--- src/rtl/mem_port_arbiter.sv ---
// Shares one single-port synchronous BRAM between instruction fetch and the
// load/store port: data wins ties, with a streak limit so fetch always progresses.
module mem_port_arbiter #(
  parameter int AWIDTH        = 14,
  parameter int MEM_LAT       = 1,
  parameter int MAX_DM_STREAK = 4
) (
  input  logic              clk,
  input  logic              rst_n,
  input  logic              if_req,
  input  logic [31:0]       if_addr,
  output logic              if_valid,
  output logic [31:0]       if_rdata,
  input  logic              dm_req,
  input  logic [3:0]        dm_we,
  input  logic [31:0]       dm_addr,
  input  logic [31:0]       dm_wdata,
  output logic              dm_valid,
  output logic [31:0]       dm_rdata,
  output logic              mem_en,
  output logic [3:0]        mem_we,
  output logic [AWIDTH-1:0] mem_addr,
  output logic [31:0]       mem_wdata,
  input  logic [31:0]       mem_rdata
);
  localparam int CW = (MEM_LAT > 1) ? $clog2(MEM_LAT) : 1;
  localparam int SW = $clog2(MAX_DM_STREAK + 1);
  localparam logic [CW-1:0] WAIT_INIT  = CW'(MEM_LAT - 1);
  localparam logic [SW-1:0] STREAK_MAX = SW'(MAX_DM_STREAK);

  typedef enum logic [1:0] {IDLE, ISSUE, WAIT, RESP} state_t;

  state_t              state, state_nxt;
  logic                owner_dm, owner_dm_nxt;
  logic                is_store, is_store_nxt;
  logic [CW-1:0]       wait_cnt, wait_cnt_nxt;
  logic [SW-1:0]       streak, streak_nxt;
  logic                mem_en_nxt;
  logic [3:0]          mem_we_nxt;
  logic [AWIDTH-1:0]   mem_addr_nxt;
  logic [31:0]         mem_wdata_nxt;
  logic                if_valid_nxt, dm_valid_nxt;
  logic [31:0]         if_rdata_nxt, dm_rdata_nxt;
  logic                data_grant;

  // Byte-offset and out-of-range address bits are deliberately dropped.
  logic unused_addr_bits;
  assign unused_addr_bits = ^{if_addr[31:AWIDTH+2], if_addr[1:0],
                              dm_addr[31:AWIDTH+2], dm_addr[1:0]};

  // Fetch only wins a tie once data has used up its streak allowance.
  assign data_grant = dm_req && !(if_req && (streak == STREAK_MAX));

  always_ff @(posedge clk or negedge rst_n) begin
    if (!rst_n) begin
      state <= IDLE;
    end else begin
      state <= state_nxt;
    end
  end

  always_comb begin
    state_nxt     = state;
    owner_dm_nxt  = owner_dm;
    is_store_nxt  = is_store;
    wait_cnt_nxt  = wait_cnt;
    streak_nxt    = streak;
    mem_en_nxt    = mem_en;
    mem_we_nxt    = mem_we;
    mem_addr_nxt  = mem_addr;
    mem_wdata_nxt = mem_wdata;
    if_valid_nxt  = 1'b0;
    dm_valid_nxt  = 1'b0;
    if_rdata_nxt  = if_rdata;
    dm_rdata_nxt  = dm_rdata;
    unique case (state)
      IDLE: begin
        if (!if_req) streak_nxt = '0;
        if (data_grant) begin
          owner_dm_nxt  = 1'b1;
          is_store_nxt  = |dm_we;
          mem_en_nxt    = 1'b1;
          mem_we_nxt    = dm_we;
          mem_addr_nxt  = dm_addr[AWIDTH+1:2];
          mem_wdata_nxt = dm_wdata;
          state_nxt     = ISSUE;
          if (if_req) streak_nxt = streak + SW'(1);
        end else if (if_req) begin
          owner_dm_nxt  = 1'b0;
          is_store_nxt  = 1'b0;
          mem_en_nxt    = 1'b1;
          mem_we_nxt    = 4'b0000;
          mem_addr_nxt  = if_addr[AWIDTH+1:2];
          mem_wdata_nxt = '0;
          state_nxt     = ISSUE;
          streak_nxt    = '0;
        end
      end
      ISSUE: begin
        mem_en_nxt = 1'b0;
        mem_we_nxt = 4'b0000;
        if (is_store) begin
          dm_valid_nxt = 1'b1;
          dm_rdata_nxt = '0;
          state_nxt    = RESP;
        end else begin
          wait_cnt_nxt = WAIT_INIT;
          state_nxt    = WAIT;
        end
      end
      WAIT: begin
        if (wait_cnt == '0) begin
          if (owner_dm) begin
            dm_rdata_nxt = mem_rdata;
            dm_valid_nxt = 1'b1;
          end else begin
            if_rdata_nxt = mem_rdata;
            if_valid_nxt = 1'b1;
          end
          state_nxt = RESP;
        end else begin
          wait_cnt_nxt = wait_cnt - CW'(1);
        end
      end
      RESP: begin
        state_nxt = IDLE;
      end
      default: state_nxt = IDLE;
    endcase
  end

  // Reset clears data outputs too, so a dropped transaction leaves nothing visible.
  always_ff @(posedge clk or negedge rst_n) begin
    if (!rst_n) begin
      owner_dm  <= 1'b0;
      is_store  <= 1'b0;
      wait_cnt  <= '0;
      streak    <= '0;
      mem_en    <= 1'b0;
      mem_we    <= 4'b0000;
      mem_addr  <= '0;
      mem_wdata <= '0;
      if_valid  <= 1'b0;
      dm_valid  <= 1'b0;
      if_rdata  <= '0;
      dm_rdata  <= '0;
    end else begin
      owner_dm  <= owner_dm_nxt;
      is_store  <= is_store_nxt;
      wait_cnt  <= wait_cnt_nxt;
      streak    <= streak_nxt;
      mem_en    <= mem_en_nxt;
      mem_we    <= mem_we_nxt;
      mem_addr  <= mem_addr_nxt;
      mem_wdata <= mem_wdata_nxt;
      if_valid  <= if_valid_nxt;
      dm_valid  <= dm_valid_nxt;
      if_rdata  <= if_rdata_nxt;
      dm_rdata  <= dm_rdata_nxt;
    end
  end

endmodule

--- config.mk ---
export PLATFORM = sky130hd
export DESIGN_NAME = mem_port_arbiter
export DESIGN_NICKNAME = d
export VERILOG_FILES = /design/src/rtl/mem_port_arbiter.sv
export SDC_FILE = /design/constraint.sdc
export NUM_CORES = 1
export LEC_CHECK = 0
export ABC_AREA = 1
export BUFFER_PORTS_ARGS = -buffer_cell sky130_fd_sc_hd__buf_2
export CAP_MARGIN = 20
export CORE_ASPECT_RATIO = 1.75
export CORE_MARGIN = 5
export CORE_UTILIZATION = 44
export CTS_BUF_LIST = sky130_fd_sc_hd__clkbuf_8
export CTS_CLUSTER_DIAMETER = 150
export DETAILED_ROUTE_END_ITERATION = 6
export PLACE_DENSITY = 0.77
export SYNTH_ARGS = -nofsm -noshare
export SYNTH_HDL_FRONTEND = slang
export SYNTH_SLANG_ARGS = --single-unit
export TNS_END_PERCENT = 10
--- constraint.sdc ---
create_clock -name clk -period 1.5 [get_ports clk]
set_input_delay 0.3 -clock clk [delete_from_list [all_inputs] [get_ports clk]]
set_output_delay 0.3 -clock clk [all_outputs]
set_load 0.05 [all_outputs]
==> reports/results.txt <==
Synth Warn #: 0
Worst R2R Start: state[0]
Cells after Synth: 610
Residual DRC: 0
Routed Antenna Nets: 0
vias: 4684
Post-Syn Area: 5380 sq um
Layout Area Growth over Synthesis: 35.3%
Critical Path Start Type: register
first-pass GRT wire length: 22700 microns
initial antenna violation count: 0
Max-slew headroom: 0.753
Worst Hold Depth: 3
non-filler cells, final: 1016
die width: 93.6 microns
Reg2Reg Depth: 7
Crit Reg-Reg Endpoint: dm_rdata[28]
Vias/cell: 4.61
Setup Viol. Count Final: 0
total grt overflow: 0
syn avg cell area: 8.82 sq um
TritonCTS clock tree: yes
CP delay by family, top: flip-flops
Post-Synth Adder-Cell Area: 0.0140
crit path max fanout: 13
Worst Path Arrival: 1820 ps
clk buf depth: 2
clock-pin slew on the worst setup and hold paths: 80 ps
die area: 14600 sq um
Leak: 4.18 nW
multi-input logic area: 1950 sq um
Slowest-stage cell, CP: dfrtp_1
Worst VDD drop: 1470 uV
Worst-Margin Slew: 371 ps
hold wc startpoint: dm_wdata[14]
unrepaired setup endpoints after global routing: true
Reg area: 3100 sq um
Max stage delay on crit path: 410 ps
hpwl dp: 10400 microns
status: complete, no violations
min-delay worst type: in2reg
largest net degree at the start of global routing: 34
Inst Count DP: 981
syn_nets: 752
TritonCTS buffer count: 17
clk_lat worst skew: 420 ps
Top Ports: 253
Starting Density: 0.448
Period minus WS final: 1470 ps
multiplexer share of the synthesized area: 0
Crit Path Class: reg2reg
maxcap violations: 0
synthesized-area fraction occupied by and/or/nand/nor cells: 0.279
Worst Path Required: 1840 ps
Clk pwr share: 0.159
#FFs+latches synth: 124
pre-CTS setup slack: -6.76 ps
Final Hold Fails: 0
most used cell, CP: inv_2
routed wire length: 14100 microns
WP buf/inv: 3
Max H-tree Level: 4
Global Route Usage Sum: 0.197
Root Driver: clkbuf_8
drt first pass iters: 4
final setup skew: 11.3 ps
Synth Area in XOR/XNOR: 0.00163
die height: 156 microns
starting DRC count in detailed routing: 149
diode count: 0
switch share: 0.525
Site Rows: 53
Seq/Total Area, Yosys: 0.577
Gate power share: 0.563
post-synthesis compound-gate area fraction: 0.0624
core area: 12000 sq um
Routed WL per cell: 13.9 microns
Final #Nets: 981
fin crit share: 0.983
worst hold endpoint: mem_wdata[14]
Net Sw Power: 10.6 mW
fin worst setup slack: 25.7 ps
vias in the first global route: 4691
Port Buf Inserts: 216
R2R Setup Slk: 30 ps
share of layout cells above drive strength 1: 0.374
count of cell types in the netlist: 25
placer congestion estimate: 0.799
crit-path cells: inv_2 -> ha_2 -> inv_2 -> o21ai_4 -> nand2_8 -> clkbuf_16 -> o21ai_2
Seq pwr share: 0.278
filler instances: 1069
FMAX: 678 MHz
crit path capture type: register
largest family of logic cells by synthesized area: simple AND/OR/NAND/NOR gates
pwr/cell area: 2780 nW/um^2
max-slew violations: 0
# clock sinks: 124
Int Pwr: 9.61 mW
==> through the flow <==
stage / hold slack, ps / TNS [ps] / total power [mW] / util / cell area [sq um]
2_1_floorplan: 4.41 / 0 / 14.0 / - / 5380
3_3_place_gp: 246 / 0 / 16.5 / 0.560 / 6730
3_5_place_dp: 249 / -15.3 / 16.7 / 0.560 / 6730
4_1_cts: 31.2 / 0 / 20.0 / 0.599 / 7190
5_1_grt: 39.9 / -1730 / 21.5 / 0.606 / 7280
6_report: 66.9 / 0 / 20.2 / 0.606 / 7280
==> final cells by class <==
cell class                 instances  share of cell area
sequential                       124               0.426
clock inverter                    13              0.0265
inverter                          37              0.0201
timing repair buffer             241               0.197
clock buffer                      18              0.0340
multi-input combinational        418               0.267
tap                              165              0.0284
==> synthesized netlist by cell type (all sizes together) <==
cell type | number | area share
xor2 | 1 | 0.0016
inv | 37 | 0.026
nand2 | 322 | 0.23
nand3 | 39 | 0.039
ha | 6 | 0.014
nor3 | 1 | 0.0019
nor2 | 6 | 0.0086
nand3b | 2 | 0.0028
dfrtp | 124 | 0.58
a21boi | 1 | 0.0014
o21ai | 39 | 0.060
buf | 29 | 0.038
a21oi | 1 | 0.00093
clkbuf | 2 | 0.0014
==> worst max-delay path by stage <==
stage,from,to,slack [ps],cells after the start
finish,state[0],dm_rdata[28],30,7
global route,state[0],dm_rdata[12],-60,8
CTS,state[0],dm_rdata[28],20,9
detailed placement,state[1],dm_rdata[21],-7,8
global placement,state[1],dm_rdata[25],20,8
floorplan,state[0],dm_rdata[23],30,10
==> cell families (layout without fill, tap and decap cells) <==
logic type                 Yosys count  count (layout)
DFF                                124             124
xor gates and xnor gates             1               1
buffers and inverters               68             309
AOI/OAI and AO/OA                   41              41
adders and majority gates            6               6
and+or+nand+nor                    370             370
==> tightest hold or removal path, stage by stage <==
cell,delay (ps)
buf_2,70
nand2_1,40
nand2_1,40
==> per-layer routing <==
| metal | vias to the layer above | track usage | part of all wire |
|---|---|---|---|
| li1 | 2326 | - | - |
| met1 | 2183 | 0.218 | 0.38 |
| met4 | 0 | 0.0916 | 0.031 |
| met3 | 27 | 0.0361 | 0.050 |
| met5 | - | 0 | 0 |
| met2 | 148 | 0.360 | 0.54 |
==> cell usage in the layout, fill, tap and decap left out, types with 5 or more instances in the layout <==
cell type / instances
buf_2: 215
clkbuf_8: 18
nand3_1: 38
inv_1: 31
nand2_1: 319
buf_4: 10
buf_12: 9
dfrtp_1: 124
o21ai_2: 30
o21ai_0: 5
==> sequential cells by signal (all words and copies together), names as in the netlist <==
register   cells
dm_rdata      32
if_rdata      32
mem_wdata     32
mem_addr      14
mem_we         4
streak         3
state          2
dm_valid       1
if_valid       1
is_store       1
mem_en         1
owner_dm       1
==> power groups by stage <==
stage / Sequential, mW / Combinational (mW) / Clock (mW)
6_report: 5.62 / 11.4 / 3.23
5_1_grt: 5.80 / 12.2 / 3.46
2_1_floorplan: 10.5 / 3.49 / 0
3_5_place_dp: 5.65 / 11.1 / 0
3_3_place_gp: 5.61 / 10.9 / 0
4_1_cts: 5.62 / 11.1 / 3.30
==> what timing repair did <==
item / CTS / global route
pin swaps: 0 / 2
resized for setup: 2 / 11
hold buffers: 1 / 0
setup endpoints to repair: 31 / 116
endpoints found under the hold margin: 20 / 0
buffers inserted: 1 / 0
gates cloned: 0 / 2
Power figures use the tool's default switching activity.
